===== src/rtl/alu_pkg.sv =====
// Shared types for the per-lane iterative ALU: op codes, FSM states and nzp bit positions.
package alu_pkg;

  typedef enum logic [2:0] {
    ALU_ADD = 3'd0,
    ALU_SUB = 3'd1,
    ALU_MUL = 3'd2,
    ALU_DIV = 3'd3,
    ALU_REM = 3'd4,
    ALU_CMP = 3'd5
  } alu_op_e;

  typedef enum logic [1:0] {
    IDLE,
    RUN,
    FIX
  } alu_state_e;

  // nzp is packed as {positive, zero, negative}
  localparam int NZP_P = 2;
  localparam int NZP_Z = 1;
  localparam int NZP_N = 0;

endpackage


===== src/rtl/div_iter.sv =====
// Unsigned restoring divider core: one quotient bit per step, MSB first.
module div_iter #(
  parameter int DATA_WIDTH = 8,
  parameter int DIV_CNT_W  = $clog2(DATA_WIDTH + 1)
) (
  input  logic                  clk,
  input  logic                  reset,
  input  logic                  load,
  input  logic                  step,
  input  logic [DATA_WIDTH-1:0] dividend,
  input  logic [DATA_WIDTH-1:0] divisor,
  output logic [DATA_WIDTH-1:0] quotient,
  output logic [DATA_WIDTH-1:0] remainder,
  output logic                  last
);

  logic [DATA_WIDTH-1:0] dvsr_q;
  logic [DIV_CNT_W-1:0]  cnt_q;
  logic [DATA_WIDTH:0]   shifted;
  logic [DATA_WIDTH-1:0] diff;
  logic                  fits;

  // quotient doubles as the dividend shift register; its MSB feeds the remainder
  always_comb begin
    shifted = {remainder, quotient[DATA_WIDTH-1]};
    fits    = (shifted >= {1'b0, dvsr_q});
    diff    = shifted[DATA_WIDTH-1:0] - dvsr_q;
  end

  assign last = (cnt_q == '0);

  always_ff @(posedge clk) begin
    if (reset) begin
      dvsr_q    <= '0;
      cnt_q     <= '0;
      quotient  <= '0;
      remainder <= '0;
    end else if (load) begin
      dvsr_q    <= divisor;
      cnt_q     <= DIV_CNT_W'(DATA_WIDTH - 1);
      quotient  <= dividend;
      remainder <= '0;
    end else if (step) begin
      remainder <= fits ? diff : shifted[DATA_WIDTH-1:0];
      quotient  <= {quotient[DATA_WIDTH-2:0], fits};
      if (cnt_q != '0) cnt_q <= cnt_q - 1'b1;
    end
  end

endmodule


===== src/rtl/iter_alu.sv =====
// Per-lane SIMT ALU: single-cycle ADD/SUB/MUL/CMP, iterative signed/unsigned DIV/REM
// with a start/busy/done handshake so the scheduler can stall on long ops.
module iter_alu
  import alu_pkg::*;
#(
  parameter int DATA_WIDTH = 8,
  parameter int DIV_CNT_W  = $clog2(DATA_WIDTH + 1)
) (
  input  logic                  clk,
  input  logic                  reset,
  input  logic                  enable,
  input  logic                  start,
  input  logic [2:0]            op,
  input  logic                  signed_mode,
  input  logic [DATA_WIDTH-1:0] rs,
  input  logic [DATA_WIDTH-1:0] rt,
  output logic [DATA_WIDTH-1:0] result,
  output logic [2:0]            nzp,
  output logic                  busy,
  output logic                  done,
  output logic                  div_by_zero
);

  localparam int W = DATA_WIDTH;

  function automatic logic [2:0] flags_of(input logic [W-1:0] value, input logic sgn);
    logic [2:0] f;
    f        = '0;
    f[NZP_Z] = (value == '0);
    f[NZP_N] = sgn && value[W-1];
    f[NZP_P] = !f[NZP_Z] && !f[NZP_N];
    return f;
  endfunction

  alu_state_e   state_q, state_d;
  logic         accept, is_div, div_zero, a_neg, b_neg, lt, eq, gt;
  logic         div_load, div_step, div_last;
  logic         is_rem_q, sgn_q, neg_quo_q, neg_rem_q;
  logic [W-1:0] mag_a, mag_b, quo, rem, one_res, fix_mag, fix_res;
  logic [2:0]   one_nzp;

  assign busy = (state_q != IDLE);

  always_comb begin
    accept   = enable && start && !busy;
    is_div   = (op == ALU_DIV) || (op == ALU_REM);
    div_zero = (rt == '0);
    a_neg    = signed_mode && rs[W-1];
    b_neg    = signed_mode && rt[W-1];
    mag_a    = a_neg ? -rs : rs;
    mag_b    = b_neg ? -rt : rt;
    eq       = (rs == rt);
    lt       = signed_mode ? ($signed(rs) < $signed(rt)) : (rs < rt);
    gt       = !lt && !eq;
    one_res  = '0;
    case (op)
      ALU_ADD: one_res = rs + rt;
      ALU_SUB: one_res = rs - rt;
      ALU_MUL: one_res = rs * rt;
      ALU_DIV: one_res = '1;
      ALU_REM: one_res = rs;
      ALU_CMP: one_res = {{(W-3){1'b0}}, gt, eq, lt};
      default: one_res = '0;
    endcase
    one_nzp = (op == ALU_CMP) ? {gt, eq, lt} : flags_of(one_res, signed_mode);
  end

  // magnitudes are divided; signs are restored in FIX (MIN / -1 wraps back to MIN)
  always_comb begin
    fix_mag = is_rem_q ? rem : quo;
    fix_res = (is_rem_q ? neg_rem_q : neg_quo_q) ? -fix_mag : fix_mag;
  end

  always_comb begin
    state_d  = state_q;
    div_load = 1'b0;
    div_step = 1'b0;
    case (state_q)
      IDLE: begin
        if (accept && is_div && !div_zero) begin
          state_d  = RUN;
          div_load = 1'b1;
        end
      end
      RUN: begin
        if (enable) begin
          div_step = 1'b1;
          if (div_last) state_d = FIX;
        end
      end
      FIX: begin
        if (enable) state_d = IDLE;
      end
      default: state_d = IDLE;
    endcase
  end

  always_ff @(posedge clk) begin
    if (reset) state_q <= IDLE;
    else       state_q <= state_d;
  end

  always_ff @(posedge clk) begin
    if (reset) begin
      result      <= '0;
      nzp         <= '0;
      done        <= 1'b0;
      div_by_zero <= 1'b0;
      is_rem_q    <= 1'b0;
      sgn_q       <= 1'b0;
      neg_quo_q   <= 1'b0;
      neg_rem_q   <= 1'b0;
    end else begin
      done <= 1'b0;
      if (accept) begin
        div_by_zero <= is_div && div_zero;
        is_rem_q    <= (op == ALU_REM);
        sgn_q       <= signed_mode;
        neg_quo_q   <= a_neg ^ b_neg;
        neg_rem_q   <= a_neg;
        if (!div_load) begin
          result <= one_res;
          nzp    <= one_nzp;
          done   <= 1'b1;
        end
      end
      if (enable && state_q == FIX) begin
        result <= fix_res;
        nzp    <= flags_of(fix_res, sgn_q);
        done   <= 1'b1;
      end
    end
  end

  div_iter #(
    .DATA_WIDTH(W),
    .DIV_CNT_W (DIV_CNT_W)
  ) u_div (
    .clk      (clk),
    .reset    (reset),
    .load     (div_load),
    .step     (div_step),
    .dividend (mag_a),
    .divisor  (mag_b),
    .quotient (quo),
    .remainder(rem),
    .last     (div_last)
  );

endmodule


===== config.mk =====
export PLATFORM = sky130hd
export DESIGN_NAME = iter_alu
export DESIGN_NICKNAME = d
export VERILOG_FILES = /design/src/rtl/alu_pkg.sv /design/src/rtl/div_iter.sv /design/src/rtl/iter_alu.sv
export SDC_FILE = /design/constraint.sdc
export NUM_CORES = 1
export LEC_CHECK = 0
export ABC_AREA = 1
export CELL_PAD_IN_SITES_DETAIL_PLACEMENT = 0
export CELL_PAD_IN_SITES_GLOBAL_PLACEMENT = 1
export CORE_ASPECT_RATIO = 1.75
export CORE_MARGIN = 2
export CORE_UTILIZATION = 40
export CTS_BUF_LIST = sky130_fd_sc_hd__clkbuf_16
export CTS_CLUSTER_DIAMETER = 150
export DETAILED_ROUTE_END_ITERATION = 8
export PLACE_DENSITY = 0.78
export SYNTH_ARGS = -nofsm -noshare
export SYNTH_HDL_FRONTEND = slang
export SYNTH_SLANG_ARGS = --single-unit

===== constraint.sdc =====
create_clock -name clk -period 12.6 [get_ports clk]
set_input_delay 2.52 -clock clk [delete_from_list [all_inputs] [get_ports clk]]
set_output_delay 2.52 -clock clk [all_outputs]
set_load 0.005 [all_outputs]

==> flow_summary.json <==
{
  "synth_top_area_share_pct": 18.6,
  "finalWirelength_mm": 14.9,
  "root_buffer": "clkbuf_16",
  "power_leakage_nw": 2.74,
  "yosys-top-cells-count": "218 x nand2_1, 124 x inv_1, 63 x nand3_1",
  "drv_slew": 0,
  "synth_flop_cell": "dfxtp_1",
  "cts_setup_buffers": 0,
  "synth.avg_cell_area_um2": 6.43,
  "antenna_cells": 0,
  "cts_max_level": 2,
  "cts-buffers-inserted": 5,
  "crit_type": "primary input to flip-flop",
  "first_pass_iters": 4,
  "vias": 5007,
  "synth_nets": 867,
  "total_power_mw": 0.485,
  "end_kind": "flip-flop",
  "slew_headroom_pct": 49.3,
  "fp.dieH_um": 153,
  "area_growth_pct": 11.3,
  "fin_crit_sh_pct": 56.3,
  "vdd_drop_max_v": 0.0000428,
  "status": "finished, final reports clean",
  "maxCapViolCount": 0,
  "cts.sinks": 47,
  "die_w_um": 88.9,
  "place_hpwl_mm": 12.4,
  "cts_tree": "done",
  "avgViaCountPerCell": 5.15,
  "timing.final.hold_violations": 0,
  "tightest_slew_ps": 759,
  "grt_remaining_overflow": 0,
  "fin_ws_ps": 5510,
  "coreArea_um2": 12400,
  "grt_pass1_vias": 5100,
  "antenna_left": 0,
  "num_rows": 54,
  "synth_seq_area_share_pct": 18.6,
  "synthArstFlopShare_pct": 0,
  "setup_violations": 0,
  "yosysWarnings": 0,
  "worstPathRequired_ps": 12780,
  "synth.distinct_cells": 47,
  "layout_min_cycle_time_ps": 7090,
  "hold-worst-slack_ps": 462,
  "drt_iter0_markers": 198,
  "cp-start-kind": "primary input",
  "drc": 0,
  "multi_input_area_um2": 3460,
  "grt_usage_pct": 23.3,
  "wl_per_cell_um": 15.3,
  "netlist_area_um2": 5050,
  "cp.arrival_ps": 7270,
  "rsz0062_at_grt": "false",
  "pre_cts_slack_ps": 5180,
  "crit_path_max_fanout": 11,
  "insertion_delay_ps": 290,
  "ctsLongestPathBuffers": 2,
  "grt_pass1_wl_mm": 24.8,
  "initial_core_util_pct": 40.8,
  "layout.nets": 888,
  "antenna_found_initial": 0,
  "hold_buffers": 0,
  "yosysTopAreaCell": "dfxtp_1",
  "powerDensity_nw_per_um2": 86.2,
  "cts.clk_slew.worst_paths_ps": 60,
  "fillers": 1327,
  "yosysMostFrequentCell": "nand2_1",
  "ys_seq_elements": 47,
  "synth_edf_count": 0,
  "regArea_um2": 941,
  "ioPinCount": 38,
  "ctsResizeCount": 0,
  "fin_worst_skew_ps": 6.21,
  "fin_setup_tns_ps": 0,
  "synth_area_leaders": "dfxtp_1 19%, nand2_1 16%, ha_1 11%, inv_1 9.2%, nand3_1 6.2%",
  "grt_start_max_net_pins": 24,
  "drive_gt1_share_pct": 5.71,
  "syn_inst": 785,
  "gp_congestion": 0.953,
  "die-area_um2": 13600,
  "fmax_mhz": 141,
  "port_buffers": 37,
  "hp-class": "flip-flop to flip-flop"
}
==> placed cells by master, fill, tap and decap left out, types with 2 or more instances in the layout <==
master,n
o21bai_1,2
inv_2,10
o211ai_1,4
or2_2,3
nand3_1,63
nand4_1,15
o21ai_1,8
o21a_1,5
nor2_1,34
nor2_2,4
clkbuf_16,5
a21oi_1,49
ha_1,43
xnor2_1,7
nand3_2,3
nor2_4,3
o21ai_0,35
nand2_2,5
dfxtp_1,47
a21oi_2,2
o2111ai_1,2
nand2_1,218
clkdlybuf4s50_1,37
o21ai_2,3
nand3b_1,5
xor2_1,19
nor3_1,5
nor3_2,4
inv_1,125
nand3_4,2
fa_1,15
a31oi_1,12
==> layout make-up <==
class | instances | share of cell area (%)
Multi-Input combinational cell | 579 | 61.5
Sequential cell | 47 | 16.7
Inverter | 136 | 9.13
Timing Repair Buffer | 37 | 6.59
Tap cell | 168 | 3.74
Clock buffer | 5 | 2.23
Clock inverter | 1 | 0.0668
==> flip-flops by register name, indices dropped and copies added, names as in the netlist <==
register / cells
result: 8
u_div.dvsr_q: 8
u_div.quotient: 8
u_div.remainder: 8
u_div.cnt_q: 4
nzp: 3
state_q: 2
div_by_zero: 1
done: 1
is_rem_q: 1
neg_quo_q: 1
neg_rem_q: 1
sgn_q: 1
==> report_power, final <==
part           total (mW)  leakage, nW  internal [mW]  switching, mW
Combinational       0.202         2.29         0.0749          0.127
Sequential          0.159        0.382          0.154        0.00413
Clock               0.125       0.0669         0.0706         0.0539
==> worst max-delay path: stages <==
cell and delay [ps]:
clkdlybuf4s50_1 830, nand2_1 170, fa_1 470, fa_1 540, inv_1 50, fa_1 490, inv_1 60, fa_1 530
inv_1 40, ha_1 330, nand3_1 120, nand3_1 70, nand2_1 60, nand2_1 60, nand2_1 60, inv_1 30
nor2_1 110, nand3_1 90, nand3_1 130, nand2_1 60, nor2_1 120, nand2_1 90, nand3_1 70, nand2_1 50
nand2_1 50, a21oi_1 60
==> kinds of logic (layout without fill, tap and decap cells) <==
kind of cell,count (synthesis),count (layout),synth area share (%)
simple gates,366,366,32.8
buf+inv,159,179,12.9
compound gates,129,129,14.6
fa+ha+maj,58,58,16.6
flops,47,47,18.6
xor+xnor,26,26,4.51
==> per-layer routing <==
layer  GRT usage, %  up-vias  share of wire [%]
li1               -     2563                  -
met1           24.2     2334                 37
met2           45.2       80                 57
met3           2.17       30                2.6
met4           9.67        0                3.6
met5              0        -                  0
==> worst paths after layout <==
check / startpoint / endpoint / slack [ps] / cells past startpoint
setup / recovery: rs[1] / nzp[2]$_SDFFE_PP0P_ / 5510 / 26
hold / removal: u_div.dvsr_q[2]$_SDFFE_PP0P_ / u_div.dvsr_q[2]$_SDFFE_PP0P_ / 460 / 2
setup reg to reg: is_rem_q$_SDFFE_PP0P_ / nzp[2]$_SDFFE_PP0P_ / 10170 / 9
hold reg to reg: u_div.dvsr_q[2]$_SDFFE_PP0P_ / u_div.dvsr_q[2]$_SDFFE_PP0P_ / 460 / 2
==> metrics by stage <==
| step | util [%] | area [um2] | instances |
|---|---|---|---|
| after floorplan | - | 5050 | 785 |
| after global placement | 44.4 | 5490 | 967 |
| after detailed placement | 44.4 | 5490 | 967 |
| after CTS | 45.5 | 5620 | 973 |
| after global routing | 45.5 | 5620 | 973 |
| final | 45.5 | 5620 | 973 |
(Power assumes the default switching activity.)
